### src/rtl/dmem_arbiter_pkg.sv
// Shared types for the data-memory command port and its arbiter.
//   mem_cmd_t    : command presented to data memory (address, write data, read/write strobes,
//                  byte mask).
//   mem_result_t : memory result; read_data is combinational from the command.
//   requester_e  : identifies which requester owns a grant or a read return.
package dmem_arbiter_pkg;

    typedef struct packed {
        logic [31:0] address;
        logic [31:0] write_data;
        logic        mem_read;
        logic        mem_write;
        logic [3:0]  mask_byte;
    } mem_cmd_t;

    typedef struct packed {
        logic [31:0] read_data;
    } mem_result_t;

    typedef enum logic {
        REQ_CORE,
        REQ_LOADER
    } requester_e;

endpackage

### src/rtl/starve_counter.sv
// Saturating 8-bit wait counter used to bound loader starvation.
//   clk  : clock
//   rst  : asynchronous active-low reset
//   inc  : count one more waiting cycle (stops at MAX)
//   clr  : clear to zero, wins over inc
//   sat  : counter has reached MAX
module starve_counter #(
    parameter int unsigned MAX = 8
) (
    input  logic clk,
    input  logic rst,
    input  logic inc,
    input  logic clr,
    output logic sat
);

    localparam logic [7:0] MaxCnt = 8'(MAX);

    logic [7:0] cnt_q;

    always_ff @(posedge clk or negedge rst) begin
        if (!rst) begin
            cnt_q <= '0;
        end else if (clr) begin
            cnt_q <= '0;
        end else if (inc && !sat) begin
            cnt_q <= cnt_q + 8'd1;
        end
    end

    assign sat = (cnt_q == MaxCnt);

endmodule

### src/rtl/dmem_arbiter.sv
// Two-requester arbiter in front of the single data-memory command port.
// Shares the port between the core load/store unit (c_*) and the loader/debug port (l_*).
//   clk, rst             : clock, asynchronous active-low reset
//   c_req/c_lock/c_cmd   : core request, ownership hold for following cycles, command
//   c_gnt                : core command is on mem_cmd this cycle
//   c_rvalid/c_rdata     : registered read return for the core grant of the previous cycle
//   l_req/l_cmd          : loader request and command (no lock)
//   l_gnt/l_rvalid/l_rdata : loader grant and read return
//   mem_cmd / mem_res    : command to data memory, combinational read result
module dmem_arbiter
    import dmem_arbiter_pkg::*;
#(
    parameter int unsigned MAX_WAIT = 8
) (
    input  logic        clk,
    input  logic        rst,
    input  logic        c_req,
    input  logic        c_lock,
    input  mem_cmd_t    c_cmd,
    output logic        c_gnt,
    output logic        c_rvalid,
    output logic [31:0] c_rdata,
    input  logic        l_req,
    input  mem_cmd_t    l_cmd,
    output logic        l_gnt,
    output logic        l_rvalid,
    output logic [31:0] l_rdata,
    output mem_cmd_t    mem_cmd,
    input  mem_result_t mem_res
);

    typedef enum logic {
        OPEN,
        LOCKED
    } state_e;

    state_e      state_q;
    logic        starved;
    logic        any_gnt;
    requester_e  winner;
    logic        cnt_inc;
    logic        cnt_clr;
    logic        c_rvalid_q, l_rvalid_q;
    logic [31:0] c_rdata_q, l_rdata_q;

    // Grants are gated by rst so that an asserted reset silences the port immediately,
    // including a write that would otherwise commit at the next edge.
    always_comb begin
        any_gnt = 1'b0;
        winner  = REQ_CORE;
        if (rst) begin
            if (state_q == LOCKED) begin
                any_gnt = c_req;
                winner  = REQ_CORE;
            end else if (starved && l_req) begin
                any_gnt = 1'b1;
                winner  = REQ_LOADER;
            end else if (c_req) begin
                any_gnt = 1'b1;
                winner  = REQ_CORE;
            end else if (l_req) begin
                any_gnt = 1'b1;
                winner  = REQ_LOADER;
            end
        end
    end

    assign c_gnt = any_gnt && (winner == REQ_CORE);
    assign l_gnt = any_gnt && (winner == REQ_LOADER);

    always_comb begin
        mem_cmd = '0;
        if (c_gnt) begin
            mem_cmd = c_cmd;
        end else if (l_gnt) begin
            mem_cmd = l_cmd;
        end
    end

    assign cnt_inc = l_req && !l_gnt;
    assign cnt_clr = l_gnt || !l_req;

    starve_counter #(
        .MAX(MAX_WAIT)
    ) u_starve (
        .clk(clk),
        .rst(rst),
        .inc(cnt_inc),
        .clr(cnt_clr),
        .sat(starved)
    );

    always_ff @(posedge clk or negedge rst) begin
        if (!rst) begin
            state_q <= OPEN;
        end else begin
            case (state_q)
                OPEN:    if (c_gnt && c_lock) state_q <= LOCKED;
                LOCKED:  if (!c_req || !c_lock) state_q <= OPEN;
                default: state_q <= OPEN;
            endcase
        end
    end

    // Read returns: rdata only moves on a read to that requester, so it holds otherwise.
    always_ff @(posedge clk or negedge rst) begin
        if (!rst) begin
            c_rvalid_q <= 1'b0;
            l_rvalid_q <= 1'b0;
            c_rdata_q  <= '0;
            l_rdata_q  <= '0;
        end else begin
            c_rvalid_q <= c_gnt && c_cmd.mem_read;
            l_rvalid_q <= l_gnt && l_cmd.mem_read;
            if (c_gnt && c_cmd.mem_read) c_rdata_q <= mem_res.read_data;
            if (l_gnt && l_cmd.mem_read) l_rdata_q <= mem_res.read_data;
        end
    end

    assign c_rvalid = c_rvalid_q;
    assign l_rvalid = l_rvalid_q;
    assign c_rdata  = c_rdata_q;
    assign l_rdata  = l_rdata_q;

endmodule
### config.mk
export PLATFORM = sky130hd
export DESIGN_NAME = dmem_arbiter
export DESIGN_NICKNAME = d
export VERILOG_FILES = /design/src/rtl/dmem_arbiter_pkg.sv /design/src/rtl/starve_counter.sv /design/src/rtl/dmem_arbiter.sv
export SDC_FILE = /design/constraint.sdc
export NUM_CORES = 1
export LEC_CHECK = 0
export ABC_AREA = 1
export CORE_MARGIN = 5
export CORE_UTILIZATION = 31
export CTS_BUF_LIST = sky130_fd_sc_hd__clkbuf_16
export DETAILED_ROUTE_END_ITERATION = 6
export GPL_TIMING_DRIVEN = 0
export MAX_ROUTING_LAYER = met4
export PLACE_DENSITY = 0.75
export SYNTH_ARGS = -nofsm -noshare
export SYNTH_HDL_FRONTEND = slang
export SYNTH_SLANG_ARGS = --single-unit
export TNS_END_PERCENT = 100
### constraint.sdc
create_clock -name clk -period 2.18 [get_ports clk]
set_input_delay 0.436 -clock clk [delete_from_list [all_inputs] [get_ports clk]]
set_output_delay 0.436 -clock clk [all_outputs]
set_load 0.01 [all_outputs]
==> reports/qor.yml, run 1 <==
outcome:
  status: "finished, violations left"
  failed_checks: "negative hold slack, negative setup slack"
clocking:
  tritoncts: "built"
  tritoncts.num_buffers: 9
  htreeDepth: 3
  cts_root_buf: "clkbuf_16"
  insertion_delay_ns: 0.33
  clk_pin_slew_ns: 0.06
  clkSinkCount: 75
  ctsLongestPathBuffers: 2
setup_path:
  reg2reg_to: "l_rdata[19]"
  r2r_cells: 10
  worstSetupStartpoint: "u_starve.cnt_q[1]"
  cp.arrival_ns: 1.98
  r2r_start: "u_starve.cnt_q[1]"
  startpoint_type: "flip-flop"
  r2r_slack_ns: 0.23
  endpoint: "mem_cmd[44]"
  critPathRequiredTime_ns: 1.74
  end_kind: "output port"
  cp_max_fo: 6
  path_class: "reg -> out"
global_routing:
  grt_pass1_wl_um: 31600
  antenna_found_initial: 0
  gr-total-overflow: 0
  grt_pass1_vias: 5327
  grt_usage: 0.269
  grt_start_max_net_pins: 40
route:
  drt_iter0_markers: 373
  drc: 0
  drtAntennaViolNets: 0
  first_pass_iters: 5
  viasPerCell: 4.86
  num_vias: 5400
  wl_um: 21500
  wl_per_cell_um: 19.3
floorplanning:
  std_cell_rows: 41
  initial_core_util: 0.319
  core_area_sq_mm: 0.0128
  die_x_um: 125
  die_y_um: 125
  die_area_sq_mm: 0.0155
  ios: 315
final_layout:
  layout.nets: 1115
  antenna_cells: 0
  fillCellCount: 990
  regArea_sq_mm: 0.00188
  multiInputGateArea_sq_mm: 0.00245
  area_growth_pct: 112
  drive_above_1_share: 0.298
placement:
  port_buffers: 312
  dp_hpwl_um: 16100
  place.gp.congestion: 0.932
synthesis:
  synthesis.area_sq_mm: 0.00407
  synth-xor-area-share: 0.0108
  syn_inst: 579
  synthesis.nets: 758
  ys_seq_area_frac: 0.461
  synth_top_family_by_area: "simple AND/OR/NAND/NOR gates"
  syn_avg_cell_area_sq_um: 7.03
  synth_top_cell_by_area: "dfrtp_1"
  ys_warn_count: 0
  synth-simple-area-share: 0.453
  ys_ff_latch: 75
  synth_area_leaders: "dfrtp_1 (46%), nand2_1 (32%), nand4_1 (9.8%)"
  ys_types: 22
  synth_adder_area_share: 0.00614
  synth_top_area_share: 0.461
  synth_compound_area_frac: 0.00829
  synthMuxAreaShare: 0
power:
  power_density_mw_per_mm2: 588
  peakVddDrop_mv: 0.591
  power.leakage_nw: 4.29
sta:
  min_period_ns: 2.41
  worst_pin_slew_ns: 0.517
  setup_violations: 71
  setup_ws_ns: -0.231
  hold_slack_ns: -0.00269
  slew_headroom: 0.655
  hold_viol: 2
  rsz0062_at_grt: "yes"
  fin_skew_ns: 0.00580
  maxSlewViolCount: 0
  fin_crit_sh: 1.11
  timing.fmax_mhz: 415
  fin_setup_tns_ns: -11.08
run:
  maxCapViolCount: 0
min_path:
  hold_class: "in -> async"
==> kinds of logic (layout without fill, tap and decap cells) <==
| family | after synthesis | count (layout) |
|---|---|---|
| xor+xnor | 5 | 5 |
| compound gates | 4 | 4 |
| flops | 75 | 75 |
| buf+inv | 54 | 414 |
| fa+ha+maj | 2 | 2 |
| simple gates | 439 | 439 |
==> synth_stat cells <==
cell and n:
nand2_1 352, dfrtp_1 75, nand4_1 64, clkbuf_1 18
nor2_1 13, buf_2 12, inv_1 11, buf_4 8
xor2_1 5, nand3_1 3, nand3_2 3, buf_1 2
ha_1 2, inv_2 2, o21ai_0 2, a21boi_0 1
clkinv_1 1, nand2_2 1, nor2_2 1, nor3_1 1
nor3b_2 1, o21ai_4 1
==> power breakdown <==
part	leakage, nW	switching (mW)	internal [mW]
clock network	0.148	0.538	0.976
registers	0.953	0.133	1.62
logic	3.19	0.798	1.01
total	4.29	1.47	3.61
==> worst min-delay path by stage <==
| stage | to | slack [ns] | cells past startpoint |
|---|---|---|---|
| global placement | l_rdata[0] | 0.45 | 2 |
| floorplan | c_rdata[0] | 0.14 | 0 |
| CTS | l_rdata[5] | 0.009 | 1 |
| detailed placement | l_rdata[5] | 0.44 | 1 |
| finish | l_rdata[5] | -0.003 | 1 |
| global route | l_rdata[5] | 0.02 | 1 |
==> cell usage in the layout, fill, tap and decap left out, types with 2 or more instances in the layout <==
cell type | synthesis | layout
clkbuf_2 | 0 | 2
nand2_4 | 0 | 27
nand2_1 | 352 | 225
dlygate4sd2_1 | 0 | 2
dfrtp_1 | 75 | 75
clkbuf_1 | 18 | 18
buf_1 | 2 | 2
clkbuf_16 | 0 | 10
inv_2 | 2 | 3
inv_1 | 11 | 9
nand3_1 | 3 | 3
nor2_1 | 13 | 12
bufinv_16 | 0 | 2
buf_4 | 8 | 18
nand3_4 | 0 | 3
buf_16 | 0 | 2
xor2_1 | 5 | 5
o21ai_0 | 2 | 2
clkinv_1 | 1 | 2
nand4_1 | 64 | 64
buf_6 | 0 | 59
nand2_2 | 1 | 101
clkdlybuf4s50_1 | 0 | 237
buf_2 | 12 | 32
buf_8 | 0 | 9
buf_12 | 0 | 4
==> through the flow <==
| step | setup WS [ns] | instance area (sq um) | total power [mW] | utilization | std cells |
|---|---|---|---|---|---|
| finish | -0.231 | 8630 | 5.08 | 0.676 | 1111 |
| global route | -0.308 | 8630 | 5.32 | 0.676 | 1111 |
| CTS | -0.206 | 8270 | 5.02 | 0.647 | 1104 |
| detailed placement | -1.11 | 7430 | 3.41 | 0.582 | 1064 |
| global placement | -3.94 | 7410 | 3.39 | 0.580 | 1063 |
| floorplan | 0.262 | 4070 | 2.27 | - | 579 |
==> what timing repair did <==
item	in CTS	in global routing
endpoints found under the setup margin	72	72
gates cloned	7	1
resized for setup	459	108
hold buffers	0	0
buffers inserted	20	6
pin swaps	19	27
==> layer usage <==
metal,global-route usage,vias up,wire length (um)
met3,0.0617,47,1660
met2,0.434,241,10600
met1,0.331,2550,8510
met4,0.0961,0,713
met5,-,-,0
li1,-,2562,-
==> cell type report <==
| class | instances | share of cell area |
|---|---|---|
| Clock buffer | 9 | 0.0261 |
| Timing Repair Buffer | 347 | 0.397 |
| Sequential cell | 75 | 0.217 |
| Multi-Input combinational cell | 450 | 0.284 |
| Inverter | 14 | 0.00768 |
| Buffer | 39 | 0.0345 |
| Tap cell | 172 | 0.0249 |
| Clock inverter | 5 | 0.00826 |
==> critical path, cell delays in order, from the launching register on <==
cell and delay, ns:
dfrtp_1 0.41, inv_2 0.08, ha_4 0.13, nand3_4 0.10, nor2_4 0.17, nand2_4 0.08, nand2_4 0.09, inv_8 0.05
buf_8 0.13, clkbuf_16 0.15, nand2_2 0.05, nand2_1 0.06, buf_2 0.14
==> flip-flops by register name, indices dropped and copies added, names as in the netlist <==
register	cells
c_rvalid	1
u_starve.cnt_q	8
c_rdata	32
l_rdata	32
state_q	1
l_rvalid	1
No activity file was read; power rests on OpenSTA's default activity.
==> inputs of run 2 (changes only) <==
--- a/config.mk
+++ b/config.mk
@@ -6,6 +6,7 @@
 export NUM_CORES = 1
 export LEC_CHECK = 0
 export ABC_AREA = 1
+export CAP_MARGIN = 20
 export CORE_MARGIN = 5
 export CORE_UTILIZATION = 31
 export CTS_BUF_LIST = sky130_fd_sc_hd__clkbuf_16
==> results of run 2 <==
No change in the layout: final DEF, timing and power equal those of run 1.
